[config.mk]
export PLATFORM = sky130hd
export DESIGN_NAME = prog_clock_divider
export DESIGN_NICKNAME = d
export VERILOG_FILES = /design/src/rtl/prog_clock_divider.sv
export SDC_FILE = /design/constraint.sdc
export NUM_CORES = 1
export LEC_CHECK = 0
export CORE_UTILIZATION = 35
export CTS_CLUSTER_DIAMETER = 60
export DETAILED_ROUTE_END_ITERATION = 16
export SLEW_MARGIN = 20
export SYNTH_ARGS = -nofsm -noshare
export SYNTH_HDL_FRONTEND = slang
export SYNTH_SLANG_ARGS = --single-unit
[constraint.sdc]
create_clock -name clk -period 2.1 [get_ports clk]
set_input_delay 0.42 -clock clk [delete_from_list [all_inputs] [get_ports clk]]
set_output_delay 0.42 -clock clk [all_outputs]
set_load 0.01 [all_outputs]
[src/rtl/prog_clock_divider.sv]
// Programmable clock divider: registered clk_out with period div_cur, glitch-free divisor updates at period boundaries.
// Optional macro CLKDIV_TICK_EN enables the tick pulse register; otherwise tick is tied low.
module prog_clock_divider #(
  parameter int WIDTH     = 8,
  parameter int RESET_DIV = 2
) (
  input  logic             clk,
  input  logic             rst,
  input  logic             en,
  input  logic [WIDTH-1:0] div_in,
  input  logic             div_load,
  output logic             div_ack,
  output logic             div_err,
  output logic [WIDTH-1:0] div_cur,
  output logic             running,
  output logic             clk_out,
  output logic             tick
);

  localparam logic [WIDTH-1:0] ONE_W       = WIDTH'(1);
  localparam logic [WIDTH-1:0] TWO_W       = WIDTH'(2);
  localparam logic [WIDTH-1:0] RESET_DIV_W = WIDTH'(RESET_DIV);

  typedef enum logic {
    S_IDLE = 1'b0,
    S_RUN  = 1'b1
  } state_t;

  state_t           r_state;
  logic [WIDTH-1:0] r_cnt;
  logic [WIDTH-1:0] r_div_cur;
  logic [WIDTH-1:0] r_pend;
  logic             r_pend_vld;
  logic             r_clk_out;
  logic             r_ack;
  logic             r_err;

  logic [WIDTH-1:0] w_hi;
  logic [WIDTH-1:0] w_last;
  logic [WIDTH-1:0] w_cnt_inc;
  logic             w_boundary;
  logic             w_load_ok;
  logic             w_apply;

  assign w_hi       = r_div_cur >> 1;
  assign w_last     = r_div_cur - ONE_W;
  assign w_cnt_inc  = r_cnt + ONE_W;
  assign w_boundary = (r_state == S_RUN) && (r_cnt == w_last);
  assign w_load_ok  = div_load && (div_in >= TWO_W);
  // Pending divisor only takes effect where no period is in progress.
  assign w_apply    = r_pend_vld && ((r_state == S_IDLE) || w_boundary);

  always_ff @(posedge clk) begin
    if (rst) begin
      r_state    <= S_IDLE;
      r_cnt      <= '0;
      r_div_cur  <= RESET_DIV_W;
      r_pend     <= '0;
      r_pend_vld <= 1'b0;
      r_clk_out  <= 1'b0;
      r_ack      <= 1'b0;
      r_err      <= 1'b0;
    end else begin
      r_ack <= w_load_ok;
      r_err <= div_load && !w_load_ok;

      if (w_apply) begin
        r_div_cur <= r_pend;
      end
      // A load on the apply edge survives as the next pending value.
      if (w_load_ok) begin
        r_pend     <= div_in;
        r_pend_vld <= 1'b1;
      end else if (w_apply) begin
        r_pend_vld <= 1'b0;
      end

      unique case (r_state)
        S_IDLE: begin
          if (en) begin
            r_cnt     <= '0;
            r_clk_out <= 1'b1;
            r_state   <= S_RUN;
          end
        end
        S_RUN: begin
          if (!w_boundary) begin
            r_cnt <= w_cnt_inc;
            if (w_cnt_inc == w_hi) begin
              r_clk_out <= 1'b0;
            end
          end else if (en) begin
            r_cnt     <= '0;
            r_clk_out <= 1'b1;
          end else begin
            r_cnt     <= '0;
            r_clk_out <= 1'b0;
            r_state   <= S_IDLE;
          end
        end
        default: begin
          r_state <= S_IDLE;
        end
      endcase
    end
  end

`ifdef CLKDIV_TICK_EN
  logic r_tick;
  logic w_start;

  // Every edge that drives clk_out high starts a period and emits a tick.
  assign w_start = en && ((r_state == S_IDLE) || w_boundary);

  always_ff @(posedge clk) begin
    if (rst) begin
      r_tick <= 1'b0;
    end else begin
      r_tick <= w_start;
    end
  end

  assign tick = r_tick;
`else
  assign tick = 1'b0;
`endif

  assign div_ack = r_ack;
  assign div_err = r_err;
  assign div_cur = r_div_cur;
  assign running = (r_state == S_RUN);
  assign clk_out = r_clk_out;

endmodule
==> metrics.csv, run 1 <==
stage,metric,value,unit
status,status,completed,
logic_synthesis,Seq cells post-synth,29,
routing,DRC viols,0,
power,Power Dens Cells,677.0,nW/um^2
logic_synthesis,mapped cell area,1622,sq um
setup_path,CP endpoint kind,flop,
logic_synthesis,share of the synthesized area in the top cell type,35.80,%
floorplan,chip height,70.07,microns
global_routing,largest net degree at the start of global routing,23,
worst_hold_path,HP Class,reg -> reg,
logic_synthesis,Most used DFF post-synth,dfxtp_1,
global_routing,All-Layer GR Usage,16.01,%
logic_synthesis,Yosys cell types,45,
routing,Final ANT Viol Nets,0,
timing,fin crit share,96.20,%
placement,dpl hpwl,2739,microns
clock_tree,Bufs on Longest Clock Path,2,
timing,Max Freq,495.0,MHz
clock_tree,clock transition at the registers of the reported paths,0.07,ns
logic_synthesis,Syn Inst Count,197,
timing,"Hold Vio Cnt, Final",0,
logic_synthesis,"FFs w/ async S/R, synth",0,%
timing,setup TNS,0,ns
placement,placed cell count,275,
logic_synthesis,Post-synth EDFFs,0,
floorplan,floorplan row count,24,
placement,GPL Wtd Cong,0.8021,
logic_synthesis,"count leader, synth",nand2_1,
global_routing,number of global-route vias before repair,1307,
logic_synthesis,dominant cell type by area after synthesis,dfxtp_1,
routing,drt total wl,3822,microns
routing,Vias/cell,5.201,
finish,Layout Utilization,50.43,%
timing,fin. max-slew vios,0,
global_routing,antenna violations before repair,0,
finish,Finished Layout Cells,289,
finish,Layout area overhead,37.27,%
power,Leakage,0.8867,nW
logic_synthesis,Syn Nets,211,
logic_synthesis,top post-synthesis cells by count,"nand2_1, dfxtp_1, nor2_1, a21oi_1, xnor2_1",
routing,DR iter-0 viols,60,
worst_hold_path,min-delay src,r_pend[5],
setup_path,Critical Path AT,2.19,ns
timing,Worst Skew,0.008239,ns
floorplan,CORE AREA,4414,sq um
routing,drt first pass iters,4,
clock_tree,CTS tree,yes,
logic_synthesis,Synth warnings,0,
placement,IO buf count,23,
floorplan,I/O pin cnt,25,
clock_tree,Root Driver,clkbuf_8,
clock_tree,clk sinks,29,
setup_path,critical path startpoint,div_cur[1],
floorplan,starting density of the core,36.73,%
clock_tree,Clock Latency Late Sink,0.29,ns
global_routing,first-pass GRT wire length,6092,microns
logic_synthesis,"Seq/Total Area, Yosys",35.80,%
setup_path,reg2reg setup slack,0.08,ns
setup_path,Worst Setup Path Type,reg -> reg,
finish,diode count,0,
setup_path,CP startpoint kind,flop,
clock_tree,CTS H-tree depth,2,
finish,nets,250,
routing,vias post-DR,1503,
routing,drt wl/cell,13.22,microns
power,Peak VDD IR,0.3782,mV
flow_run,# Max-Cap Violations,0,
timing,final setup vio count,0,
clock_tree,Num CTS Buffers,5,
setup_path,Critical Path RT,2.27,ns
global_routing,grt total ovfl,0,
floorplan,Die Wd,70.07,microns
worst_hold_path,Hold Path Depth,2,
timing,RSZ-0062 raised after global routing,yes,
logic_synthesis,synth top area cells,"dfxtp_1, nand2_1, xnor2_1",
power,post-route total power,1.507,mW
floorplan,die area,4909,sq um
setup_path,worst r2r path cells,11,
setup_path,CP Max Fanout,5,
finish,share of layout cells above drive strength 1,21.52,%
timing,Period minus WS final,2.020,ns
logic_synthesis,syn_area_per_cell,8.231,sq um
setup_path,reg-to-reg startpoint,div_cur[1],
-- per-stage QoR --
step	hold slack (ns)	worst slack, ns	instance area [sq um]
finish	0.4546	0.07979	2226
global route	0.4713	-0.008437	2226
CTS	0.4559	0.008565	2112
detailed placement	0.4471	-0.009237	1989
global placement	0.4430	0.02703	1989
floorplan	0.4357	0.02483	1630
-- cells in the final DEF, fill, tap and decap left out, drive strengths merged, types with 4 or more instances in the layout --
cell type / count
xor2: 6
nor2: 14
mux2i: 8
buf: 23
a21oi: 13
clkbuf: 7
o21ai: 8
nand2: 31
dfxtp: 29
nor3: 6
clkdlybuf4s50: 23
nor4: 4
xnor2: 12
nand3: 8
inv: 5
-- layer usage --
metal / share of wire, % / up-vias / GRT usage (%)
met4: 1.4 / 0 / 5.333
met2: 47 / 43 / 26.28
met5: 0 / - / 0
met1: 47 / 698 / 19.79
li1: - / 756 / -
met3: 4.4 / 6 / 5.051
-- path summary, 6_finish.rpt --
| path | end |
|---|---|
| max reg2reg | div_cur[7] |
| min | r_pend[5] |
| max | div_cur[7] |
| min reg2reg | r_pend[5] |
-- final cells by class --
| class | count | area [sq um] |
|---|---|---|
| Multi-Input combinational cell | 148 | 989.7 |
| Clock buffer | 6 | 82.58 |
| Inverter | 5 | 18.77 |
| Clock inverter | 2 | 37.54 |
| Fill cell | 434 | 2188 |
| Timing Repair Buffer | 47 | 447.9 |
| Sequential cell | 29 | 584.3 |
| Tap cell | 52 | 65.06 |
-- critical path, stage by stage (launching register included) --
cell and delay (ns):
dfxtp_2 0.33, inv_2 0.06, ha_4 0.17, buf_4 0.11
nand2_1 0.05, a21oi_1 0.17, a22oi_1 0.14, and4_4 0.19
a22oi_2 0.26, clkbuf_16 0.21, mux2i_1 0.17, nor2_1 0.05
-- logic make-up after synthesis --
kind of cell | synth area share [%]
AOI/OAI and AO/OA | 17.36
xor gates and xnor gates | 9.722
adders and majority gates | 1.543
buffers and inverters | 5.941
DFF | 35.80
muxes | 4.938
other | 0.2313
and+or+nand+nor | 24.46
-- state kept, by name (all words and copies together), names as in the netlist --
name,cells
div_cur,8
r_cnt,8
r_pend,8
running,1
div_ack,1
r_pend_vld,1
clk_out,1
div_err,1
-- timing repair --
action,4_1_cts,5_1_grt
hold buffers,0,0
setup buffers,0,6
pin swaps,1,8
endpoints found under the setup margin,1,12
cloned,0,1
endpoints found under the hold margin,0,0
resized for setup,1,14
-- report_power, final --
group | internal (mW) | leakage (nW) | switching [mW]
sequential | 0.575 | 0.238 | 0.0233
clock | 0.385 | 0.0574 | 0.230
combinational | 0.161 | 0.592 | 0.132
total | 1.12 | 0.887 | 0.386
Note: power is estimated with default switching activity, not from simulation.
==> run 2: changes to the inputs <==
--- a/config.mk
+++ b/config.mk
@@ -5,10 +5,10 @@
 export SDC_FILE = /design/constraint.sdc
 export NUM_CORES = 1
 export LEC_CHECK = 0
-export CORE_UTILIZATION = 35
+export CORE_UTILIZATION = 48
 export CTS_CLUSTER_DIAMETER = 60
 export DETAILED_ROUTE_END_ITERATION = 16
-export SLEW_MARGIN = 20
+export PLACE_DENSITY = 0.75
 export SYNTH_ARGS = -nofsm -noshare
 export SYNTH_HDL_FRONTEND = slang
 export SYNTH_SLANG_ARGS = --single-unit
==> metrics.csv, run 2 (same netlist as run 1, synthesis figures left out) <==
stage,metric,value,unit
worst_hold_path,min-delay src,r_pend[3],
clock_tree,number of hold buffers added after CTS,0,
flow_run,# Max-Cap Violations,0,
clock_tree,CTS tree,yes,
floorplan,Die Wd,60.12,microns
clock_tree,Clock Latency Late Sink,0.34,ns
finish,"commonest non-fill, non-tap cells in the layout","nand2_1, dfxtp_1, clkdlybuf4s50_1, buf_4",
finish,area of the multi-input gates,1006,sq um
timing,Period minus WS final,2.031,ns
clock_tree,clock transition at the registers of the reported paths,0.10,ns
clock_tree,Root Driver,clkbuf_4,
timing,hold slack,0.4597,ns
global_routing,grt total ovfl,0,
power,Power Dens Cells,650.2,nW/um^2
finish,fin area,2108,sq um
setup_path,Critical Path RT,2.36,ns
routing,drt total wl,3873,microns
timing,fin crit share,96.72,%
power,Peak VDD IR,0.4469,mV
global_routing,largest net degree at the start of global routing,21,
setup_path,reg-to-reg startpoint,div_cur[5],
global_routing,number of global-route vias before repair,1365,
timing,RSZ-0062 raised after global routing,yes,
power,post-route total power,1.371,mW
routing,vias post-DR,1536,
worst_hold_path,HP Class,reg -> reg,
timing,final setup vio count,0,
setup_path,Worst Setup Path Type,reg -> reg,
setup_path,Critical Path AT,2.29,ns
timing,Worst Skew,0.01125,ns
routing,Final ANT Viol Nets,0,
placement,placed inst area,1937,sq um
setup_path,CP startpoint kind,flop,
placement,IO buf count,23,
floorplan,floorplan row count,20,
setup_path,end of the critical path,r_cnt[6],
setup_path,worst r2r path cells,7,
setup_path,CP endpoint kind,flop,
power,Leakage,0.8185,nW
routing,DR iter-0 viols,78,
timing,"Hold Vio Cnt, Final",0,
floorplan,CORE AREA,3128,sq um
finish,Reg area,589.3,sq um
routing,DRC viols,0,
finish,share of layout cells above drive strength 1,19.65,%
clock_tree,Bufs on Longest Clock Path,2,
clock_tree,clk sinks,29,
setup_path,reg2reg setup slack,0.07,ns
placement,GPL Wtd Cong,0.9465,
placement,placed cell count,263,
power,clock share of power,36.0,%
floorplan,die area,3614,sq um
setup_path,critical path startpoint,div_cur[5],
finish,diode count,0,
finish,nets,242,
power,Sw Pwr,0.3701,mW
finish,fillers,259,
setup_path,reg-to-reg critical path endpoint,r_cnt[6],
finish,"most common cell after layout, fill and taps aside",nand2_1,
routing,Vias/cell,5.626,
floorplan,chip height,60.12,microns
finish,Layout area overhead,30.02,%
power,P_int,1.001,mW
floorplan,starting density of the core,51.84,%
power,Logic pwr share,20.4,%
timing,setup TNS,0,ns
worst_hold_path,Hold Path Depth,2,
global_routing,antenna violations before repair,0,
routing,drt wl/cell,14.19,microns
power,switching share of power,27.00,%
setup_path,CP Max Fanout,5,
clock_tree,Num CTS Buffers,5,
timing,Max Freq,492.3,MHz
routing,drt first pass iters,4,
timing,fin. max-slew vios,0,
global_routing,first-pass GRT wire length,6175,microns
floorplan,I/O pin cnt,25,
finish,Finished Layout Cells,273,
clock_tree,CTS H-tree depth,2,
global_routing,All-Layer GR Usage,23.31,%
placement,dpl hpwl,2754,microns
power,Seq pwr share,43.6,%
status,status,completed,
[run 2: cell count changes in the layout (fill, tap and decap cells not counted), sizes merged]
cell    before  now
clkbuf       7    6
buf         23   16
[run 2: power by group through the flow]
| stage | registers, mW | clock network (mW) | logic (mW) |
|---|---|---|---|
| 6_report | 0.598 | 0.493 | 0.280 |
| 5_1_grt | 0.601 | 0.524 | 0.303 |
| 4_1_cts | 0.598 | 0.500 | 0.245 |
| 3_5_place_dp | 0.611 | 0 | 0.239 |
| 3_3_place_gp | 0.609 | 0 | 0.233 |
| 2_1_floorplan | 0.607 | 0 | 0.156 |
[run 2: per-stage QoR]
| step | setup WS [ns] | util, % |
|---|---|---|
| detailed placement | -0.02559 | 61.92 |
| finish | 0.06888 | 67.40 |
| CTS | 0.01323 | 65.04 |
| global route | -0.05117 | 67.40 |
| floorplan | 0.02483 | - |
| global placement | 0.05333 | 61.92 |
[run 2: how the worst min path moves through the flow]
stage / end / slack, ns
floorplan: r_pend[2] / 0.44
global placement: r_pend[3] / 0.44
detailed placement: r_pend[3] / 0.45
CTS: r_pend[3] / 0.46
global route: r_pend[3] / 0.49
finish: r_pend[3] / 0.46
[run 2: routing by layer]
layer / vias up / wire length, microns / global-route usage, % / part of all wire, %
met5: - / 0 / 0 / 0
met4: 0 / 69 / 10.63 / 1.8
met3: 8 / 228 / 6.710 / 5.9
met2: 61 / 1941 / 37.68 / 50
met1: 721 / 1634 / 28.33 / 42
li1: 746 / - / - / -
[run 2: cell type report]
type | count | area share (%)
Sequential cell | 29 | 27.95
Clock buffer | 6 | 2.433
Inverter | 5 | 0.8902
Tap cell | 44 | 2.611
Multi-Input combinational cell | 148 | 47.71
Timing Repair Buffer | 39 | 16.62
Clock inverter | 2 | 1.780
[run 2: critical path: stages (launching register included)]
cell and delay, ns:
dfxtp_2 0.39, nor4_4 0.39, a211oi_2 0.13, o21bai_1 0.18, nand2_2 0.12, a211o_4 0.37, or3_1 0.31, o21ai_1 0.08
[run 2: repair_timing]
item | CTS | global route
pin swaps | 0 | 10
gates resized for setup | 2 | 14
setup endpoints to repair | 9 | 13
buffers inserted | 0 | 2
